--- src/rtl/usb_txn_ctrl.sv ---
// USB full-speed transaction sequencer: decodes host packets, picks the device
// response and decides which block owns the shared 64-byte data buffer.
module usb_txn_ctrl #(
   parameter int TIMEOUT_CYCLES = 162,
   parameter int CNT_W          = 8
) (
   input  logic       clk,
   input  logic       n_rst,
   input  logic [2:0] rx_packet,
   input  logic       rx_data_ready,
   input  logic       rx_transfer_active,
   input  logic       rx_error,
   input  logic       tx_transfer_active,
   input  logic       tx_error,
   input  logic [6:0] buffer_occupancy,
   input  logic       tx_arm,
   output logic [2:0] tx_packet,
   output logic       tx_start,
   output logic [1:0] d_mode,
   output logic       clear,
   output logic       txn_done,
   output logic       txn_in,
   output logic       timeout_err,
   output logic       busy
);

   localparam logic [2:0] S_IDLE        = 3'd0;
   localparam logic [2:0] S_OUT_WAIT    = 3'd1;
   localparam logic [2:0] S_ACK_TX      = 3'd2;
   localparam logic [2:0] S_IN_TX       = 3'd3;
   localparam logic [2:0] S_IN_WAIT_ACK = 3'd4;
   localparam logic [2:0] S_NAK_TX      = 3'd5;

   localparam logic [2:0] PKT_OUT  = 3'd1;
   localparam logic [2:0] PKT_IN   = 3'd2;
   localparam logic [2:0] PKT_DATA = 3'd3;
   localparam logic [2:0] PKT_ACK  = 3'd4;

   localparam logic [2:0] TX_DATA0 = 3'd1;
   localparam logic [2:0] TX_DATA1 = 3'd2;
   localparam logic [2:0] TX_ACK   = 3'd3;
   localparam logic [2:0] TX_NAK   = 3'd4;

   localparam logic [1:0] DM_AHB = 2'd0;
   localparam logic [1:0] DM_RX  = 2'd1;
   localparam logic [1:0] DM_TX  = 2'd2;

   localparam logic [CNT_W-1:0] CNT_MAX     = CNT_W'(TIMEOUT_CYCLES);
   localparam logic [CNT_W-1:0] TX_RISE_MAX = CNT_W'(2);

   logic [2:0]       r_state;
   logic [CNT_W-1:0] r_cnt;
   logic             r_toggle;
   logic             r_txSeen;
   logic             r_startPend;

   logic [2:0] w_next;
   logic [2:0] w_txPacket;
   logic [1:0] w_dMode;
   logic       w_txStart;
   logic       w_clear;
   logic       w_txnDone;
   logic       w_txnIn;
   logic       w_timeoutErr;
   logic       w_toggle;
   logic       w_startPend;
   logic       w_cntInc;
   logic       w_cntClr;
   logic       w_rxPkt;
   logic       w_timeout;
   logic       w_txFall;
   logic       w_txFail;

   assign w_rxPkt   = rx_data_ready && !rx_error;
   assign w_timeout = (r_cnt == CNT_MAX);
   assign w_txFall  = r_txSeen && !tx_transfer_active;
   // A TX that never raises tx_transfer_active shortly after tx_start is treated as aborted.
   assign w_txFail  = tx_error ||
                      (!r_startPend && !r_txSeen && !tx_transfer_active && (r_cnt == TX_RISE_MAX));

   always_comb begin
      w_next       = r_state;
      w_txPacket   = tx_packet;
      w_txStart    = 1'b0;
      w_clear      = 1'b0;
      w_txnDone    = 1'b0;
      w_txnIn      = txn_in;
      w_dMode      = d_mode;
      w_timeoutErr = timeout_err;
      w_toggle     = r_toggle;
      w_startPend  = r_startPend;
      w_cntInc     = 1'b0;
      case (r_state)
         S_IDLE: begin
            if (w_rxPkt && rx_packet == PKT_OUT) begin
               w_clear      = 1'b1;
               w_dMode      = DM_RX;
               w_timeoutErr = 1'b0;
               w_next       = S_OUT_WAIT;
            end else if (w_rxPkt && rx_packet == PKT_IN) begin
               w_txStart   = !rx_transfer_active;
               w_startPend = rx_transfer_active;
               if (tx_arm && buffer_occupancy != 7'd0) begin
                  w_txPacket   = r_toggle ? TX_DATA1 : TX_DATA0;
                  w_dMode      = DM_TX;
                  w_timeoutErr = 1'b0;
                  w_next       = S_IN_TX;
               end else begin
                  w_txPacket = TX_NAK;
                  w_next     = S_NAK_TX;
               end
            end
         end
         S_OUT_WAIT: begin
            w_cntInc = !rx_transfer_active;
            if (rx_error || (rx_data_ready && rx_packet != PKT_DATA)) begin
               w_clear = 1'b1;
               w_dMode = DM_AHB;
               w_next  = S_IDLE;
            end else if (rx_data_ready) begin
               w_txPacket  = TX_ACK;
               w_txStart   = !rx_transfer_active;
               w_startPend = rx_transfer_active;
               w_next      = S_ACK_TX;
            end else if (w_timeout) begin
               w_timeoutErr = 1'b1;
               w_clear      = 1'b1;
               w_dMode      = DM_AHB;
               w_next       = S_IDLE;
            end
         end
         S_ACK_TX, S_IN_TX, S_NAK_TX: begin
            w_cntInc = !r_startPend;
            // A deferred launch waits until the receiver has gone quiet.
            if (r_startPend && !rx_transfer_active) begin
               w_txStart   = 1'b1;
               w_startPend = 1'b0;
            end
            if (w_txFail) begin
               w_txStart   = 1'b0;
               w_startPend = 1'b0;
               w_clear     = (r_state == S_ACK_TX);
               w_dMode     = DM_AHB;
               w_next      = S_IDLE;
            end else if (w_txFall) begin
               if (r_state == S_ACK_TX) begin
                  w_txnDone = 1'b1;
                  w_txnIn   = 1'b0;
                  w_dMode   = DM_AHB;
                  w_next    = S_IDLE;
               end else if (r_state == S_IN_TX) begin
                  w_next = S_IN_WAIT_ACK;
               end else begin
                  w_next = S_IDLE;
               end
            end
         end
         S_IN_WAIT_ACK: begin
            w_cntInc = !rx_transfer_active;
            if (w_rxPkt && rx_packet == PKT_ACK) begin
               w_toggle  = !r_toggle;
               w_clear   = 1'b1;
               w_txnDone = 1'b1;
               w_txnIn   = 1'b1;
               w_dMode   = DM_AHB;
               w_next    = S_IDLE;
            end else if (rx_error || rx_data_ready) begin
               w_dMode = DM_AHB;
               w_next  = S_IDLE;
            end else if (w_timeout) begin
               w_timeoutErr = 1'b1;
               w_dMode      = DM_AHB;
               w_next       = S_IDLE;
            end
         end
         default: begin
            w_dMode = DM_AHB;
            w_next  = S_IDLE;
         end
      endcase
   end

   assign w_cntClr = (w_next != r_state) || (r_startPend && !w_startPend);

   always_ff @(posedge clk) begin
      if (!n_rst) begin
         r_state     <= S_IDLE;
         r_cnt       <= '0;
         r_toggle    <= 1'b0;
         r_txSeen    <= 1'b0;
         r_startPend <= 1'b0;
         tx_packet   <= 3'd0;
         tx_start    <= 1'b0;
         d_mode      <= DM_AHB;
         clear       <= 1'b0;
         txn_done    <= 1'b0;
         txn_in      <= 1'b0;
         timeout_err <= 1'b0;
      end else begin
         r_state     <= w_next;
         r_toggle    <= w_toggle;
         r_startPend <= w_startPend;
         tx_packet   <= w_txPacket;
         tx_start    <= w_txStart;
         d_mode      <= w_dMode;
         clear       <= w_clear;
         txn_done    <= w_txnDone;
         txn_in      <= w_txnIn;
         timeout_err <= w_timeoutErr;
         if (w_cntClr) begin
            r_cnt <= '0;
         end else if (w_cntInc && !w_timeout) begin
            r_cnt <= r_cnt + 1'b1;
         end
         r_txSeen <= (w_next != r_state) ? 1'b0
                                         : (r_txSeen || (tx_transfer_active && !r_startPend));
      end
   end

   assign busy = (r_state != S_IDLE);

endmodule

--- config.mk ---
export PLATFORM = sky130hd
export DESIGN_NAME = usb_txn_ctrl
export DESIGN_NICKNAME = d
export VERILOG_FILES = /design/src/rtl/usb_txn_ctrl.sv
export SDC_FILE = /design/constraint.sdc
export NUM_CORES = 1
export LEC_CHECK = 0
export CAP_MARGIN = 40
export CORE_ASPECT_RATIO = 1.75
export CORE_MARGIN = 3
export CORE_UTILIZATION = 32
export DETAILED_ROUTE_END_ITERATION = 6
export GPL_TIMING_DRIVEN = 0
export PLACE_DENSITY = 0.58
export SLEW_MARGIN = 20
export SYNTH_ARGS = -nofsm -noshare
export SYNTH_HDL_FRONTEND = slang
export SYNTH_SLANG_ARGS = --single-unit
--- constraint.sdc ---
create_clock -name clk -period 1.8 [get_ports clk]
set_input_delay 0.18 -clock clk [delete_from_list [all_inputs] [get_ports clk]]
set_output_delay 0.18 -clock clk [all_outputs]
set_load 0.01 [all_outputs]
==> flow_metrics.tcl <==
set metrics [dict create \
    cp.required_ns 1.96 \
    final-seq-area_um2 489 \
    start_kind "flop" \
    drc 0 \
    synth_edf_count 0 \
    syn_inst 205 \
    gp_congestion 0.905 \
    grt_max_degree 14 \
    tightest_slew_ns 0.524 \
    firstDrtPassIters 4 \
    power_density_nw_per_um2 476 \
    synthFlopType "dfxtp_1" \
    post_drt_wl_per_cell_um 18.4 \
    min_from "tx_transfer_active" \
    fmax_ghz 0.502 \
    num-nets-final 266 \
    drtAntennaViolNets 0 \
    synth-seq-area-share_pct 29.0 \
    muxShareOfSynthArea_pct 0.605 \
    insertion_delay_ns 0.27 \
    finalCriticalPeriod_ns 1.99 \
    grt_pass1_wl_um 8740 \
    switching_power_mw 0.309 \
    synth_top_family_by_area "simple AND/OR/NAND/NOR gates" \
    drt-total-wl_um 5490 \
    crit_family "simple AND/OR/NAND/NOR gates" \
    path_cells "or4_4 -> nor4_4 -> buf_4 -> o41ai_4 -> o211ai_4 -> nor3_1" \
    holdPathEnd "r_txSeen" \
    ys_warn_count 0 \
    synth-seq-cells 24 \
    vias 1783 \
    synth_cell_types 57 \
    cts_root_buf "clkbuf_8" \
    cts_num_sinks 24 \
    hp-class "primary input to flop" \
    endpoint_kind "flop" \
    portBuffers 26 \
    synth_xor_area_share_pct 5.29 \
    cts_buffer_depth 2 \
    slew_headroom_pct 64.9 \
    worstHoldPathCells 3 \
    p_leak_nw 0.855 \
    outcome "complete, but fails checks" \
    area_delta_synth_final_pct 43.8 \
    cp_slowest_cell "or4_4" \
    htree_num_levels 1 \
    arrival_ns 2.15 \
    syn-cell-area_um2 1660 \
    post-synth-top-area-fraction_pct 29.0 \
    drt_iter0_drc 58 \
    violations "setup timing" \
    synth_nets 225 \
    synth-compound-area-share_pct 24.5 \
    drive_gt1_share_pct 27.8 \
    hold_buffers 0 \
    internal_power_mw 0.824 \
    pwr-share-comb_pct 17.7 \
    nFillCells 487 \
    skew_ns 0.00363 \
    fin_ws_ns -0.191 \
    pwr-share-seq_pct 48.0 \
    via_per_inst 5.96 \
    ir_worst_vdd_mv 0.369 \
    dpl_worst_slack_ns -0.750 \
    worst-r2r-cell-count 6 \
    num_antenna_cells 0 \
    cp.depth 6 \
    cts_inserted_buffers 3 \
    dieHeight_um 101 \
    synth_area_leaders "dfxtp_1 (29%), a21oi_1 (3.9%), nor3_1 (3.9%)" \
    yosysTopAreaCell "dfxtp_1" \
    cts.reportedPaths.clkPinSlew_ns 0.09 \
    swShare_pct 27.3 \
    mostFrequentLayoutCells "clkdlybuf4s50_1 (23), dfxtp_1 (19), nand2_1 (14), nor2_1 (14)" \
    rr_startpoint "r_txSeen" \
    fin_crit_sh_pct 111 \
    dieArea_um2 6110 \
    hold_violations 0 \
    num_io_pins 29 \
    grtUsageTotal_pct 19.0 \
    rsz0062_at_grt "true" \
    crit_path_max_incr_delay_ns 0.51 \
    cp.buffers_inverters 1 \
    cp_max_fo 5 \
    placed_cells 285 \
    yosys.area_share.simple_pct 33.8 \
    maxCapViolations 0 \
    core_area_um2 4980 \
    dp_hpwl_um 3810 \
    final_common_cell "clkdlybuf4s50_1" \
    multi_input_area_um2 1330 \
    synth_fa_ha_area_share_pct 1.51 \
    drv_slew 0 \
    path_class "flop to flop" \
    async_reset_ff_share_pct 0 \
    overflow 0 \
    r2r_slack_ns -0.19 \
    finalSetupViolCount 14 \
    dieWidth_um 60.4 \
    cts_tree "built" \
    first_global_vias 1771 \
    antenna_found_initial 0 \
    final_cell_count_no_fill 299 \
    clockPowerShare_pct 34.3 \
    rows 34 \
    avgSynthCellArea_um2 8.07 \
    start_util_pct 33.3 \
    reg2reg_to "r_cnt[0]" \
]
-- power groups by stage --
stage	combinational (mW)	sequential, mW	clock, mW
floorplan	0.0828	0.555	0
global placement	0.155	0.557	0
detailed placement	0.154	0.557	0
CTS	0.194	0.544	0.391
global route	0.214	0.545	0.412
finish	0.200	0.544	0.388
-- layer usage --
layer	share of wire [%]	wire, um	GRT usage (%)
met5	0	0	0
met4	6.0	330	11.6
met3	5.2	283	2.81
met2	53	2920	33.4
met1	36	1950	20.4
-- final cells by class --
cell class	instances	share of cell area (%)
repair buffers	36	14.6
multi-input cells	162	56.0
inverters	10	1.58
plain buffers	9	2.15
clock buffers	4	2.31
well taps	54	2.84
flip-flops and latches	24	20.5
-- cells in the mapped netlist, types with 2 or more instances --
cell type and count:
nor4_1 2, nor4b_1 2, a31oi_1 2, nand3_1 7, o221a_2 2, a31o_2 2, a21oi_1 13, o21ai_0 8
nor3b_1 2, nand3b_1 4, buf_4 2, nor2b_1 2, nand2_1 14, xor2_1 6, buf_2 4, inv_1 10
o211ai_1 3, nand4_1 4, nor3_1 13, o211ai_2 2, o41ai_1 2, nand2b_1 5, ha_1 2, xnor2_1 4
and3_1 5, dfxtp_1 24, o22ai_1 2, or3_1 4, or3b_2 2, nor2_1 15, a21o_1 3, nand4b_1 3
a211o_1 2, clkbuf_1 3, or4_1 3
-- state kept, by name (all words and copies together) (netlist names) --
| name | flops |
|---|---|
| clear | 1 |
| d_mode | 2 |
| r_cnt | 8 |
| r_startPend | 1 |
| r_state | 3 |
| r_toggle | 1 |
| r_txSeen | 1 |
| timeout_err | 1 |
| tx_packet | 3 |
| tx_start | 1 |
| txn_done | 1 |
| txn_in | 1 |
-- worst max path at each step --
stage | slack [ns] | start | to
after floorplan | -0.01 | r_cnt[5] | r_cnt[5]
after global placement | -0.75 | rx_error | r_cnt[5]
after detailed placement | -0.75 | rx_error | r_cnt[5]
after CTS | -0.16 | r_cnt[5] | r_cnt[0]
after global routing | -0.24 | r_cnt[5] | r_cnt[0]
final | -0.19 | r_txSeen | r_cnt[0]
-- metrics by stage --
stage | hold slack (ns) | utilization, % | power [mW] | instance area [um^2] | setup TNS [ns]
6_report | 0.465 | 47.8 | 1.13 | 2380 | -2.04
5_1_grt | 0.501 | 47.8 | 1.17 | 2380 | -2.87
4_1_cts | 0.446 | 47.0 | 1.13 | 2340 | -1.66
3_5_place_dp | 0.466 | 39.9 | 0.711 | 1990 | -12.77
3_3_place_gp | 0.460 | 39.9 | 0.711 | 1990 | -13.08
2_1_floorplan | 0.364 | - | 0.638 | 1660 | -0.0631
-- timing repair --
item | 4_1_cts | 5_1_grt
buffers inserted | 11 | 0
pin swaps | 23 | 8
cloned | 1 | 0
setup endpoints to repair | 20 | 19
resized for setup | 41 | 11
-- worst reg2reg max path: stages (launching register included) --
cell	delay, ns
dfxtp_1	0.37
or4_4	0.51
nor4_4	0.31
buf_4	0.19
o41ai_4	0.09
o211ai_4	0.33
nor3_1	0.09
-- cell families after synthesis --
kind of cell | after synthesis
and+or+nand+nor | 94
AOI/OAI and AO/OA | 54
DFF | 24
buffers and inverters | 20
xor gates and xnor gates | 10
adders and majority gates | 2
muxes | 1
Note: power is estimated with default switching activity, not from simulation.
